**src/rtl/fetch_stage.sv**
```systemverilog
// rtl/fetch_stage.sv - ARM pipeline instruction fetch stage with PC, IF/ID register and fetch counter
module fetch_stage #(
   parameter int                     ADDRESS_LEN = 32,
   parameter logic [ADDRESS_LEN-1:0] RESET_PC    = '0,
   parameter int                     CNT_W       = 16
) (
   input  logic                   clk,
   input  logic                   rst_n,
   input  logic                   freeze,
   input  logic                   branch_taken,
   input  logic [ADDRESS_LEN-1:0] branch_addr,
   output logic [ADDRESS_LEN-1:0] imem_addr,
   input  logic [ADDRESS_LEN-1:0] imem_rdata,
   output logic [ADDRESS_LEN-1:0] id_pc,
   output logic [ADDRESS_LEN-1:0] id_instr,
   output logic                   id_valid,
   output logic [CNT_W-1:0]       fetch_cnt
);

   logic [ADDRESS_LEN-1:0] pc_q, pc_d;
   logic [ADDRESS_LEN-1:0] id_pc_q, id_pc_d;
   logic [ADDRESS_LEN-1:0] id_instr_q, id_instr_d;
   logic                   id_valid_q, id_valid_d;
   logic [CNT_W-1:0]       cnt_q, cnt_d;
   logic [ADDRESS_LEN-1:0] pc_plus4;

   // Sequential PC wraps naturally at the top of the address space.
   assign pc_plus4  = pc_q + ADDRESS_LEN'(4);
   assign imem_addr = pc_q;

   // Next-state selection: redirect beats stall, stall beats normal fetch.
   always_comb begin
      pc_d       = pc_q;
      id_pc_d    = id_pc_q;
      id_instr_d = id_instr_q;
      id_valid_d = id_valid_q;
      cnt_d      = cnt_q;
      if (branch_taken) begin
         // Target is forced word aligned; the instruction in flight is squashed.
         pc_d       = {branch_addr[ADDRESS_LEN-1:2], 2'b00};
         id_pc_d    = '0;
         id_instr_d = '0;
         id_valid_d = 1'b0;
      end else if (!freeze) begin
         pc_d       = pc_plus4;
         id_pc_d    = pc_plus4;
         id_instr_d = imem_rdata;
         id_valid_d = 1'b1;
         cnt_d      = cnt_q + CNT_W'(1);
      end
   end

   // State registers with synchronous reset that overrides stall and redirect.
   always_ff @(posedge clk) begin
      if (!rst_n) begin
         pc_q       <= RESET_PC;
         id_pc_q    <= '0;
         id_instr_q <= '0;
         id_valid_q <= 1'b0;
         cnt_q      <= '0;
      end else begin
         pc_q       <= pc_d;
         id_pc_q    <= id_pc_d;
         id_instr_q <= id_instr_d;
         id_valid_q <= id_valid_d;
         cnt_q      <= cnt_d;
      end
   end

   assign id_pc     = id_pc_q;
   assign id_instr  = id_instr_q;
   assign id_valid  = id_valid_q;
   assign fetch_cnt = cnt_q;

endmodule

```
**config.mk**
```make
export PLATFORM = sky130hd
export DESIGN_NAME = fetch_stage
export DESIGN_NICKNAME = d
export VERILOG_FILES = /design/src/rtl/fetch_stage.sv
export SDC_FILE = /design/constraint.sdc
export NUM_CORES = 1
export LEC_CHECK = 0
export ABC_AREA = 0
export BUFFER_PORTS_ARGS = -buffer_cell sky130_fd_sc_hd__buf_2
export CAP_MARGIN = 20
export CORE_ASPECT_RATIO = 1.5
export CORE_MARGIN = 2
export CORE_UTILIZATION = 30
export CTS_BUF_LIST = sky130_fd_sc_hd__clkbuf_8
export CTS_CLUSTER_SIZE = 30
export DETAILED_ROUTE_END_ITERATION = 6
export PLACE_DENSITY_LB_ADDON = 0.3
export SYNTH_ARGS = -nofsm -noshare
export SYNTH_HDL_FRONTEND = slang
export SYNTH_SLANG_ARGS = --single-unit
export TNS_END_PERCENT = 50
```
**constraint.sdc**
```tcl
create_clock -name clk -period 5.3 [get_ports clk]
set_input_delay 1.59 -clock clk [delete_from_list [all_inputs] [get_ports clk]]
set_output_delay 1.59 -clock clk [all_outputs]
set_load 0.05 [all_outputs]
```
Yosys cells after proc, flatten, opt, wreduce, memory -nomap -nowiden. Index checks and enable logic that the tools add are counted. W data, S select, Z words.

Input bits: 68. Register bits after elaboration: 113. Logic and storage cells: 16. Output and inout port bits: 113.

Bitwise operators: 3. Muxes and demuxes: 2. Equal/unequal tests: 1. Add/sub/neg operators: 2. Reductions and logical operators: 2.

Operators with widths (number): $mux W32 (2); $add A32 B3 Y32 const B (1); $add A16 B1 Y16 const B (1); $not A1 Y1 (3); $ne A2 B1 Y1 const B (1); $reduce_and A2 Y1 (1); $reduce_or A2 Y1 (1).

Longest topological paths before layout.
Depth after elaboration: 3. Mapped depth: 8. Mapped depth without buffers: 6.

Least setup slack after synthesis. No wires, ideal clock.

Path type: input to register. Start point: input freeze. End point: register cnt_q[15], in the netlist fetch_cnt[15]. Stages on the path: 6. Arrival time: 2.898 ns. Setup slack: 2.287 ns. Setup time: 0.115 ns. Data required time: 5.185 ns. Buffers on the path: 1. Path through: clkbuf_1 > nor2_1 > nand4_1 > nor4_1 > xor2_1 > and2_1.

Longest elaborated chain between the ends: 2.

RTL lines: start, declared (RTL line 9) `input logic freeze,`; $not A1 Y1 (no line); $reduce_and A2 Y1 (no line); end signal, assigned (RTL line 66) `cnt_q <= cnt_d;`; end, declared (RTL line 24) `logic [CNT_W-1:0] cnt_q, cnt_d;`.

Every way passes these cells. A chain may end at the register's enable or synchronous reset.

Worst setup path in the final report. Ends and elaborated chain as after synthesis.

==> impl_metrics.py <==
metrics = {
    "routing": {
        "via_per_inst": 4.75,
        "drt_iter0_markers": 215,
        "via_count": 4421,
        "ant_nets": 0,
        "post_drt_wl_per_cell_um": 14.3,
        "wirelength_um": 13300,
        "drtPass1Iterations": 4,
        "drc": 0,
    },
    "placement": {
        "dp_hpwl_um": 9600,
        "pre_cts_ws_ns": 1.77,
        "gp_congestion": 0.758,
        "portBuffers": 174,
    },
    "global_routing": {
        "grt_pass1_vias": 4128,
        "antenna_found_initial": 0,
        "grt_pass1_wl_um": 20700,
        "grt_max_degree": 48,
        "overflow": 0,
        "grtUsageTotal_pct": 14.9,
    },
    "yosys": {
        "yosysMostFrequentCell": "dfxtp_1",
        "synth_simple_gate_area_share_pct": 20.9,
        "synth_xor_area_share_pct": 11.0,
        "synth_cell_types": 40,
        "avgSynthCellArea_um2": 8.83,
        "synth-edff-count": 0,
        "yosys.area.top_type_share_pct": 43.5,
        "ys_async_sr_fraction_pct": 0,
        "ys_seq_elements": 109,
        "ys_warn_count": 0,
        "synth_area_um2": 5010,
        "syn_inst": 568,
        "synthAdderAreaFrac_pct": 0.499,
        "ys.flop_type": "dfxtp_1",
        "yosysSeqAreaShare_pct": 43.5,
        "synthTopCellsByCount": "dfxtp_1, nor2_1, o21ai_0, a21oi_1, xnor2_1",
        "synth_top_family_by_area": "simple AND/OR/NAND/NOR gates",
        "synthTopCellsByArea": "dfxtp_1, mux2i_1, xnor2_1",
        "synth_compound_area_share_pct": 11.8,
        "yosysTopAreaCell": "dfxtp_1",
        "muxShareOfSynthArea_pct": 7.78,
    },
    "timing": {
        "setup_viol": 0,
        "fin_skew_ns": 0.00766,
        "min_period_ns": 3.08,
        "tightest_slew_ns": 1.08,
        "rsz0062_at_grt": "false",
        "clock.fmax_mhz": 324,
        "finalHoldViolCount": 0,
        "fin_ws_ns": 2.22,
        "setup_tns_ns": 0,
        "maxSlewViolCount": 0,
        "slew_headroom_pct": 28.0,
        "hold_ws_ns": 0.459,
        "fin_crit_sh_pct": 58.2,
    },
    "power": {
        "p_per_area_nw_per_um2": 276,
        "p_leak_uw": 0.00277,
        "ir_drop_mv": 0.129,
        "total_power_uw": 1730,
    },
    "min_path": {
        "whs_path_depth": 2,
        "hp-class": "register to register",
    },
    "clock_network": {
        "numCtsBuffers": 9,
        "cts_tree": "done",
        "clk_latency_ns": 0.39,
        "clk_path_buf_depth": 2,
        "hold_buffers": 0,
        "clkSlewWorstSetupHoldPaths_ns": 0.11,
        "htreeDepth": 3,
        "cts_resized": 0,
        "clk_root_buffer_cell": "clkbuf_8",
        "clock_sinks": 109,
        "post_cts_buffers": 0,
    },
    "run_status": {
        "status": "finished, final reports clean",
    },
    "worst_setup_path": {
        "r2r_cells": 6,
        "crit_slowest_cell": "nor2_1",
        "critical_path.max_stage_delay_ns": 0.43,
        "critPathLaunch": "freeze",
        "crit_arrival_ns": 3.37,
        "r2r_end": "imem_addr[30]",
        "path_class": "input pin to register",
        "cp-endpoint": "fetch_cnt[15]",
        "r2r_start": "imem_addr[2]",
        "r2r_slack_ns": 2.59,
        "critPathMaxFanout": 41,
        "critPathCaptureType": "register",
        "cp-start-kind": "input pin",
        "crit_chain": "buf_4 > nor2_1 > nand4_1 > nor4_1 > xor2_1 > and2_1",
        "cp.required_ns": 5.59,
    },
    "cells_and_area": {
        "final_nets": 790,
        "drive_gt1_share_pct": 29.2,
        "syn2layout_area_growth_pct": 24.5,
        "diodes": 0,
    },
    "floorplanning": {
        "fp-row-count": 57,
        "die-area_um2": 17800,
        "start_util_pct": 30.8,
        "die_x_um": 110,
        "chipHeight_um": 162,
        "core-area_um2": 16300,
        "ioPinCount": 181,
    },
    "run": {
        "max-cap-violations": 0,
    },
}
==> report_power, final <==
group / internal [µW] / leakage, µW / switching, µW
Sequential: 852 / 0.000892 / 37.0
Combinational: 89.9 / 0.00177 / 209
Clock: 226 / 0.000101 / 311
Total: 1170 / 0.00277 / 557
==> worst max-delay path: cells and delay by family <==
kind          cells  cell delay (ns)
buf+inv           1             0.29
xor+xnor          1             0.10
simple gates      4             1.35
==> logic make-up (layout without fill, tap and decap cells) <==
group                      count (synthesis)  count (layout)
buffers and inverters                     50             204
other                                      1               4
DFF                                      109             109
AOI/OAI and AO/OA                        111             111
xor gates and xnor gates                  63              63
muxes                                     39              39
and+or+nand+nor                          193             193
adders and majority gates                  2               2
==> through the flow <==
stage	instance area (µm²)	cells	util [%]
floorplan	5030	571	-
global placement	6010	914	37.0
detailed placement	6010	914	37.0
CTS	6210	930	38.2
global route	6240	931	38.4
finish	6240	931	38.4
==> placed cells by master (no fill, tap or decap), types with 3 or more instances in the layout <==
cell type,n
inv_1,6
nor4_2,4
and2_1,18
nor2_1,59
nand3_1,12
dfxtp_1,109
inv_6,4
conb_1,4
and3_1,7
clkbuf_8,9
nor4_1,5
buf_4,7
xor2_1,22
xnor2_1,41
nand4_1,17
nor3_1,12
buf_2,173
or3_1,9
nor3_4,4
o21ai_0,54
nand2_1,32
and4_1,3
nor2b_1,3
a21oi_1,44
a21boi_0,7
mux2i_1,39
==> worst min path at each step <==
stage	endpoint	slack (ns)	start
finish	id_valid	0.46	id_valid
detailed placement	id_valid	0.44	id_valid
global placement	id_valid	0.43	id_valid
CTS	id_valid	0.46	id_valid
global route	id_valid	0.49	id_valid
floorplan	id_valid	0.66	id_valid
==> area by class of cell <==
cell class,instances,area [µm²]
Inverter,7,26.3
Multi-Input combinational cell,412,2630
Clock inverter,7,81.3
Fill cell,1751,10000
Clock buffer,9,124
Timing Repair Buffer,181,946
Tap cell,206,258
Sequential cell,109,2180
==> sequential cells by signal, summed over array words and instances, names as in the netlist <==
signal     flops
imem_addr     30
id_valid       1
fetch_cnt     16
id_pc         30
id_instr      32
==> per-layer routing <==
layer	GRT usage, %	vias to the layer above	wire length [µm]
li1	-	2244	-
met1	17.2	2031	5540
met2	25.9	130	6720
met3	4.08	16	827
met4	5.01	0	223
met5	0	-	0
(Power assumes the default switching activity.)
